<file path="config.mk">
export PLATFORM = sky130hd
export DESIGN_NAME = instr_fetch
export DESIGN_NICKNAME = d
export VERILOG_FILES = /design/src/rtl/fetch_pkg.sv /design/src/rtl/fetch_skid.sv /design/src/rtl/instr_fetch.sv
export SDC_FILE = /design/constraint.sdc
export NUM_CORES = 1
export LEC_CHECK = 0
export BUFFER_PORTS_ARGS = -buffer_cell sky130_fd_sc_hd__buf_2
export CORE_ASPECT_RATIO = 0.7
export CORE_MARGIN = 2
export CORE_UTILIZATION = 56
export CTS_BUF_LIST = sky130_fd_sc_hd__clkbuf_2 sky130_fd_sc_hd__clkbuf_4 sky130_fd_sc_hd__clkbuf_8
export CTS_CLUSTER_DIAMETER = 30
export DETAILED_ROUTE_END_ITERATION = 10
export GPL_TIMING_DRIVEN = 0
export PLACE_DENSITY_LB_ADDON = 0.3
export SLEW_MARGIN = 10
export SYNTH_ARGS = -nofsm -noshare
export SYNTH_HDL_FRONTEND = slang
export SYNTH_SLANG_ARGS = --single-unit
</file>
<file path="constraint.sdc">
create_clock -name Clock -period 7.6 [get_ports Clock]
set_clock_uncertainty 0.2 [all_clocks]
set_input_delay 1.52 -clock Clock [delete_from_list [all_inputs] [get_ports Clock]]
set_output_delay 1.52 -clock Clock [all_outputs]
set_load 0.02 [all_outputs]
</file>
<file path="src/rtl/fetch_pkg.sv">
// Shared types for the instruction-fetch stage: FSM states, the default
// bubble instruction and the response record used by the skid buffer and IF/ID.
package fetch_pkg;

   typedef enum logic [1:0] {
      IDLE,
      WAIT,
      FULL,
      DISCARD
   } fetch_state_t;

   localparam logic [31:0] NOP_INSTR_DEF = 32'h0000_0013;

   typedef struct packed {
      logic [31:0] instr;
      logic [31:0] pc;
   } fetch_resp_t;

endpackage

</file>
<file path="src/rtl/fetch_skid.sv">
// Skid buffer plus IF/ID pipeline register. Parks one response while decode
// is stalled and occupied, and presents NOP whenever IF/ID is empty.
module fetch_skid import fetch_pkg::*; #(
   parameter logic [31:0] NOP_INSTR = NOP_INSTR_DEF
) (
   input  logic        i_clock,
   input  logic        i_reset,
   input  logic        i_flush,
   input  logic        i_stallID,
   input  logic        i_loadResp,
   input  logic        i_parkResp,
   input  logic        i_drainSkid,
   input  fetch_resp_t i_resp,
   output logic        o_idAccept,
   output logic        o_validID,
   output logic [31:0] o_instrID,
   output logic [31:0] o_pcID
);

   fetch_resp_t r_ifid;
   fetch_resp_t r_skid;
   logic        r_validID;
   fetch_resp_t w_loadData;
   logic        w_load;

   always_comb begin
      w_loadData = i_drainSkid ? r_skid : i_resp;
      w_load     = i_loadResp || i_drainSkid;
   end

   // A redirect empties IF/ID; a stall freezes it; otherwise it is consumed.
   always_ff @(posedge i_clock or posedge i_reset) begin
      if (i_reset) begin
         r_ifid    <= '0;
         r_validID <= 1'b0;
      end else if (i_flush) begin
         r_validID <= 1'b0;
      end else if (w_load) begin
         r_ifid    <= w_loadData;
         r_validID <= 1'b1;
      end else if (!i_stallID) begin
         r_validID <= 1'b0;
      end
   end

   always_ff @(posedge i_clock or posedge i_reset) begin
      if (i_reset) begin
         r_skid <= '0;
      end else if (i_parkResp) begin
         r_skid <= i_resp;
      end
   end

   assign o_idAccept = !r_validID || !i_stallID;
   assign o_validID  = r_validID;
   assign o_instrID  = r_validID ? r_ifid.instr : NOP_INSTR;
   assign o_pcID     = r_ifid.pc;

endmodule

</file>
<file path="src/rtl/instr_fetch.sv">
// Instruction-fetch stage: single-outstanding req/gnt/rvalid fetch from PC,
// PC hold control, and wrong-path discard on redirect.
module instr_fetch import fetch_pkg::*; #(
   parameter logic [31:0] NOP_INSTR = NOP_INSTR_DEF
) (
   input  logic        Clock,
   input  logic        Reset,
   input  logic [31:0] PC,
   input  logic        flush,
   input  logic        stallID,
   output logic        imemReq,
   output logic [31:0] imemAddr,
   input  logic        imemGnt,
   input  logic        imemRvalid,
   input  logic [31:0] imemRdata,
   output logic        hold,
   output logic        validID,
   output logic [31:0] instrID,
   output logic [31:0] pcID
);

   fetch_state_t r_state;
   fetch_state_t w_nextState;
   logic [31:0]  r_pcReq;
   logic         w_idAccept;
   logic         w_grant;
   logic         w_loadResp;
   logic         w_parkResp;
   logic         w_drainSkid;

   always_ff @(posedge Clock or posedge Reset) begin
      if (Reset) begin
         r_state <= IDLE;
      end else begin
         r_state <= w_nextState;
      end
   end

   // Flush outranks every response; DISCARD leaves only once the stale word is gone.
   always_comb begin
      w_nextState = r_state;
      unique case (r_state)
         IDLE: begin
            if (w_grant) w_nextState = WAIT;
         end
         WAIT: begin
            if (flush) begin
               w_nextState = imemRvalid ? IDLE : DISCARD;
            end else if (imemRvalid) begin
               w_nextState = w_idAccept ? IDLE : FULL;
            end
         end
         FULL: begin
            if (flush || w_idAccept) w_nextState = IDLE;
         end
         DISCARD: begin
            if (imemRvalid) w_nextState = IDLE;
         end
         default: w_nextState = IDLE;
      endcase
   end

   always_comb begin
      imemReq     = (r_state == IDLE) && !flush && !Reset;
      imemAddr    = PC;
      w_grant     = imemReq && imemGnt;
      hold        = !w_grant;
      w_loadResp  = (r_state == WAIT) && imemRvalid && !flush && w_idAccept;
      w_parkResp  = (r_state == WAIT) && imemRvalid && !flush && !w_idAccept;
      w_drainSkid = (r_state == FULL) && !flush && w_idAccept;
   end

   always_ff @(posedge Clock or posedge Reset) begin
      if (Reset) begin
         r_pcReq <= '0;
      end else if (w_grant) begin
         r_pcReq <= PC;
      end
   end

   fetch_skid #(
      .NOP_INSTR (NOP_INSTR)
   ) u_skid (
      .i_clock     (Clock),
      .i_reset     (Reset),
      .i_flush     (flush),
      .i_stallID   (stallID),
      .i_loadResp  (w_loadResp),
      .i_parkResp  (w_parkResp),
      .i_drainSkid (w_drainSkid),
      .i_resp      ('{instr: imemRdata, pc: r_pcReq}),
      .o_idAccept  (w_idAccept),
      .o_validID   (validID),
      .o_instrID   (instrID),
      .o_pcID      (pcID)
   );

endmodule

</file>
==> results of run 1 <==
==> logic make-up (layout without fill, tap and decap cells) <==
family | after synthesis | in the layout
compound gates | 71 | 71
buf+inv | 104 | 305
flops | 163 | 163
mux | 96 | 96
simple gates | 111 | 111
==> registers in the layout, summed over array words and instances, names as in the netlist <==
register,cells
r_pcReq,32
u_skid.o_pcID,32
r_state,2
u_skid.r_ifid,32
u_skid.r_skid,64
u_skid.o_validID,1
==> power by group <==
part           internal [mW]  total (mW)  switching, mW
registers               1.07        1.20          0.126
logic                  0.383       0.666          0.283
clock network          0.248       0.585          0.337
total                   1.70        2.45          0.746
==> synth_stat cells <==
cell type	count	area share
a211o_1	1	0.0012
nor3_1	2	0.0013
nor2_4	1	0.0015
a31oi_1	3	0.0025
buf_6	20	0.030
dfrtp_1	163	0.55
o221a_2	62	0.094
nand3_1	2	0.0013
nor4bb_1	1	0.0013
nand2b_1	3	0.0025
nand2_4	1	0.0015
nor2_1	1	0.00050
clkbuf_1	15	0.0075
nand4bb_4	1	0.0037
or3_1	62	0.052
clkbuf_8	1	0.0018
or2b_1	1	0.0010
nand2_1	2	0.0010
or2_1	1	0.00084
inv_1	1	0.00050
a21o_1	1	0.0010
mux2_2	83	0.13
mux2_1	13	0.020
nand2b_2	1	0.0012
buf_4	67	0.067
a21oi_4	1	0.0022
o21ai_0	3	0.0020
and2_1	30	0.025
nor4_4	1	0.0028
nand3b_1	1	0.0010
==> through the flow <==
step / hold WS [ps] / instance area (µm²) / utilization / cells / setup WS (ps)
floorplan: 259 / 7460 / - / 545 / 1480
global placement: 268 / 8510 / 0.650 / 879 / -166
detailed placement: 283 / 8550 / 0.653 / 880 / 3370
CTS: 301 / 8910 / 0.680 / 912 / 3350
global route: 313 / 8910 / 0.680 / 912 / 3290
finish: 298 / 8910 / 0.680 / 912 / 3370
==> layout by cell type, fill, tap and decap left out, types with 3 or more instances in the layout <==
master | synthesis | final
a31oi_1 | 3 | 3
nand2b_1 | 3 | 3
mux2_1 | 13 | 13
clkinv_4 | 0 | 3
mux2_2 | 83 | 83
dfrtp_1 | 163 | 163
clkinvlp_4 | 0 | 4
o221a_2 | 62 | 62
clkbuf_1 | 15 | 15
inv_6 | 0 | 3
buf_6 | 20 | 20
or3_1 | 62 | 62
clkbuf_8 | 1 | 19
o21ai_0 | 3 | 3
and2_1 | 30 | 30
buf_2 | 0 | 168
buf_4 | 67 | 67
==> final timing paths <==
check / from / to / slack [ps] / depth (start not counted)
min in group asynchronous: Reset / r_state[1] / 960 / 2
max in group asynchronous: Reset / u_skid.r_ifid[35] / 5440 / 3
min: u_skid.r_skid[47] / u_skid.r_skid[47] / 300 / 1
max reg2reg: u_skid.o_validID / u_skid.r_skid[8] / 5500 / 4
min reg2reg: u_skid.r_skid[47] / u_skid.r_skid[47] / 300 / 1
max: flush / hold / 3370 / 5
==> layout make-up <==
| cell class | instances | area share |
|---|---|---|
| clock inverter | 12 | 0.0111 |
| tap | 166 | 0.0233 |
| clock buffer | 20 | 0.0295 |
| sequential | 163 | 0.458 |
| inverter | 1 | 0.00126 |
| multi-input combinational | 278 | 0.290 |
| buffer | 103 | 0.0896 |
| timing repair buffer | 169 | 0.0975 |
==> metal layers <==
metal	vias to the layer above	wire length (µm)	track usage
met5	-	0	0
met1	2574	7420	0.334
met4	0	291	0.0923
met3	23	779	0.0475
li1	2325	-	-
met2	157	8000	0.378
==> flow_summary.ini, run 1 <==
[final_layout]
antennaDiodeCount = 0
layout-drive-gt1-share = 0.591
nets = 803
multi_input_comb_area_um2 = 2580
seqCellArea_um2 = 4080
nFillCells = 968
area_growth_pct = 19.4

[synthesis]
yosys.area_share.xor_xnor = 0
yosys.area_share.adder = 0
synth_compound_area_frac = 0.102
synth-simple-area-share = 0.0987
seq_area_frac_synth = 0.547
ys_warn_count = 0
syn-cell-area_um2 = 7460
synthesis.nets = 615
synthCells = 545
synth_seq_cells = 163
synth_top_family_by_area = multiplexers
synth.distinct_cells = 30
syn-mean-instance-area_um2 = 13.7
synth_mux_area_frac = 0.145

[global_routing]
grt_pass1_vias = 5089
grt_max_degree = 84
antenna_found_initial = 0
overflow = 0
globalRouteTotalUtil = 0.240
grt_pass1_wl_mm = 26.3

[worst_setup_path]
end_kind = primary output
crit_chain = buf_2, nor4_4, nand2_4, clkbuf_8, buf_2
crit_buf_inv = 3
arrival_ps = 2510
worstSetupPathType = primary input to primary output
slowest_delay_ps = 300
critPathRequiredTime_ps = 5880
critPathTopFamily = buffers and inverters
start_kind = primary input
crit_path_frequent_cell = buf_2
crit_slowest_cell = nor4_4
cp_max_fo = 10

[die]
initial_core_util = 0.570
rows = 35
die_x_um = 142
core_um2 = 13100
pin_count = 169
die_h_um = 101
die_area_um2 = 14300

[timing]
finalMaxSlewViolations = 0
hold_viol = 0
grt_setup_unrepaired = false
finalCritPeriodShare = 0.557
period_minus_slack_ps = 4230
slew_headroom = 0.615
clock.fmax_mhz = 236
setup_viol_count_final = 0
worst_pin_slew_ps = 578
fin_tns_setup_ps = 0

[routing]
drtPass1Iterations = 5
vias = 5079
drt_iter0_markers = 261
viasPerCell = 5.57
final_antenna_net_count = 0
wire_per_inst_um = 18.1
drc = 0
wirelength_mm = 16.5

[clocking]
cts_buffers = 17
post_cts_buffers = 0
htree_levels = 4
cts-root-buf = clkbuf_8
cts_tree = built
cts_resized = 0
clk_pin_slew_ps = 90
clk_latency_ps = 450
cts_sinks = 163
holdBufCountCts = 0
clockBufferDepth = 2

[run_status]
status = finished clean

[place]
place.gp.congestion = 0.778
dp_hpwl_mm = 11.7
numPortBuffers = 168

[pwr]
powerDensity_nw_per_um2 = 275
leakage_nw = 4.30
p_total_mw = 2.45
ir_drop_mv = 0.158

[flow_run]
maxCapViolations = 0

[min_path]
hold_path.class = flip-flop to flip-flop
Note: power is estimated with default switching activity, not from simulation.
==> inputs of run 2 (changes only) <==
Clock period 7.6 ns to 4 ns, I/O delays scaled along.
==> run 2 against run 1 <==
Wire length down 0.89%; utilization increased by 0.41 points; first-iteration DRC count decreased by 13%; final area is 0.60% higher; critical endpoint unchanged; combinational power is 91% higher; sequential share of layout area shrank 0.27 points; power increased by 89%; critical path depth is 1 lower; clock-buffer cell count down 1; register-to-register slack got worse by 3600 ps; via count is 0.39% lower; final cell count is 0.44% higher.
==> flow_summary.ini, run 2 (synthesis gave the netlist of run 1 again) <==
[pwr]
p_total_mw = 4.63
ir_drop_mv = 0.258
powerDensity_nw_per_um2 = 517
leakage_nw = 4.32

[timing]
worst_pin_slew_ps = 530
setup_viol_count_final = 0
finalCritPeriodShare = 0.712
fin_ws_ps = 1150
hold_viol = 0
finalMaxSlewViolations = 0
grt_setup_unrepaired = false
clock.fmax_mhz = 351
period_minus_slack_ps = 2850
worst_hold_slack_ps = 250
fin_tns_setup_ps = 0
slew_headroom = 0.646

[global_routing]
antenna_found_initial = 1
grt_pass1_wl_mm = 26.5
grt_max_degree = 41
globalRouteTotalUtil = 0.240
overflow = 0
grt_pass1_vias = 5243

[die]
pin_count = 169
rows = 35
die_h_um = 101
die_area_um2 = 14300
initial_core_util = 0.570
core_um2 = 13100
die_x_um = 142

[final_layout]
design_area_um2 = 8960
nFillCells = 950
nets = 806
layout_common_cells = buf_2, dfrtp_1, mux2_2
fin_util = 0.684
largest_reg_flops = 64
final_cell_count_no_fill = 916
regMostFlops = u_skid.r_skid
area_growth_pct = 20.1
layout-drive-gt1-share = 0.593
layout_commonest_cell = buf_2

[worst_setup_path]
arrival_ps = 1850
critPathRequiredTime_ps = 3000
r2r-start = u_skid.o_validID
start_kind = flip-flop
cp_max_fo = 10
cp-startpoint = r_state[0]
end_kind = primary output
worstSetupPathType = flip-flop to primary output

[routing]
drt_iter0_markers = 226
drtPass1Iterations = 4
viasPerCell = 5.52
wirelength_mm = 16.3
final_antenna_net_count = 0
wire_per_inst_um = 17.8
drc = 0
vias = 5059

[run_status]
status = finished clean

[clocking]
clockBufferDepth = 2
cts_resized = 0
clk_pin_slew_ps = 90
cts_tree = built
htree_levels = 4
cts_buffers = 17
clk_latency_ps = 440
cts_sinks = 163
cts-root-buf = clkbuf_8
post_cts_buffers = 0
holdBufCountCts = 0

[place]
post-place-cells = 883
numPortBuffers = 168
dp_slack_ps = 1180
dp_hpwl_mm = 11.7
place.gp.congestion = 0.779
post_dp_cell_area_um2 = 8600

[min_path]
hold_path.class = primary input to async pin

[flow_run]
maxCapViolations = 0
-- run 2: cell type report --
| class | instances | area [µm²] | area share |
|---|---|---|---|
| Sequential cell | 163 | 4080 | 0.455 |
| Timing Repair Buffer | 172 | 921 | 0.103 |
| Buffer | 103 | 798 | 0.0891 |
| Multi-Input combinational cell | 278 | 2580 | 0.288 |
| Inverter | 1 | 7.51 | 0.000838 |
| Clock inverter | 13 | 103 | 0.0114 |
| Clock buffer | 19 | 262 | 0.0292 |
| Tap cell | 166 | 208 | 0.0232 |
| Antenna cell | 1 | 2.50 | 0.000279 |
-- run 2: path summary, 6_finish.rpt --
path / depth (start not counted) / slack, ps / to
max reg2reg: 4 / 1870 / u_skid.r_skid[20]
max: 4 / 1150 / hold
max in group asynchronous: 5 / 2280 / u_skid.o_pcID[23]
min: 2 / 250 / u_skid.r_skid[44]
min reg2reg: 1 / 300 / u_skid.r_skid[46]
min in group Clock: 1 / 300 / u_skid.r_skid[46]
-- run 2: critical path: stages, from the launching register on --
cell and delay (ps):
dfrtp_1 470, nor4_4 420, nand2_4 150, clkbuf_8 210, buf_2 160
-- run 2: per-layer routing --
layer	vias up	routed length (µm)	global-route usage
li1	2318	-	-
met1	2580	7450	0.333
met2	143	7830	0.381
met3	18	838	0.0508
met4	0	221	0.0831
met5	-	0	0
-- run 2: power breakdown --
part / leakage, nW / switching, mW / internal [mW]
sequential: 2.04 / 0.234 / 2.03
combinational: 2.11 / 0.537 / 0.732
clock: 0.173 / 0.625 / 0.470
total: 4.32 / 1.40 / 3.24
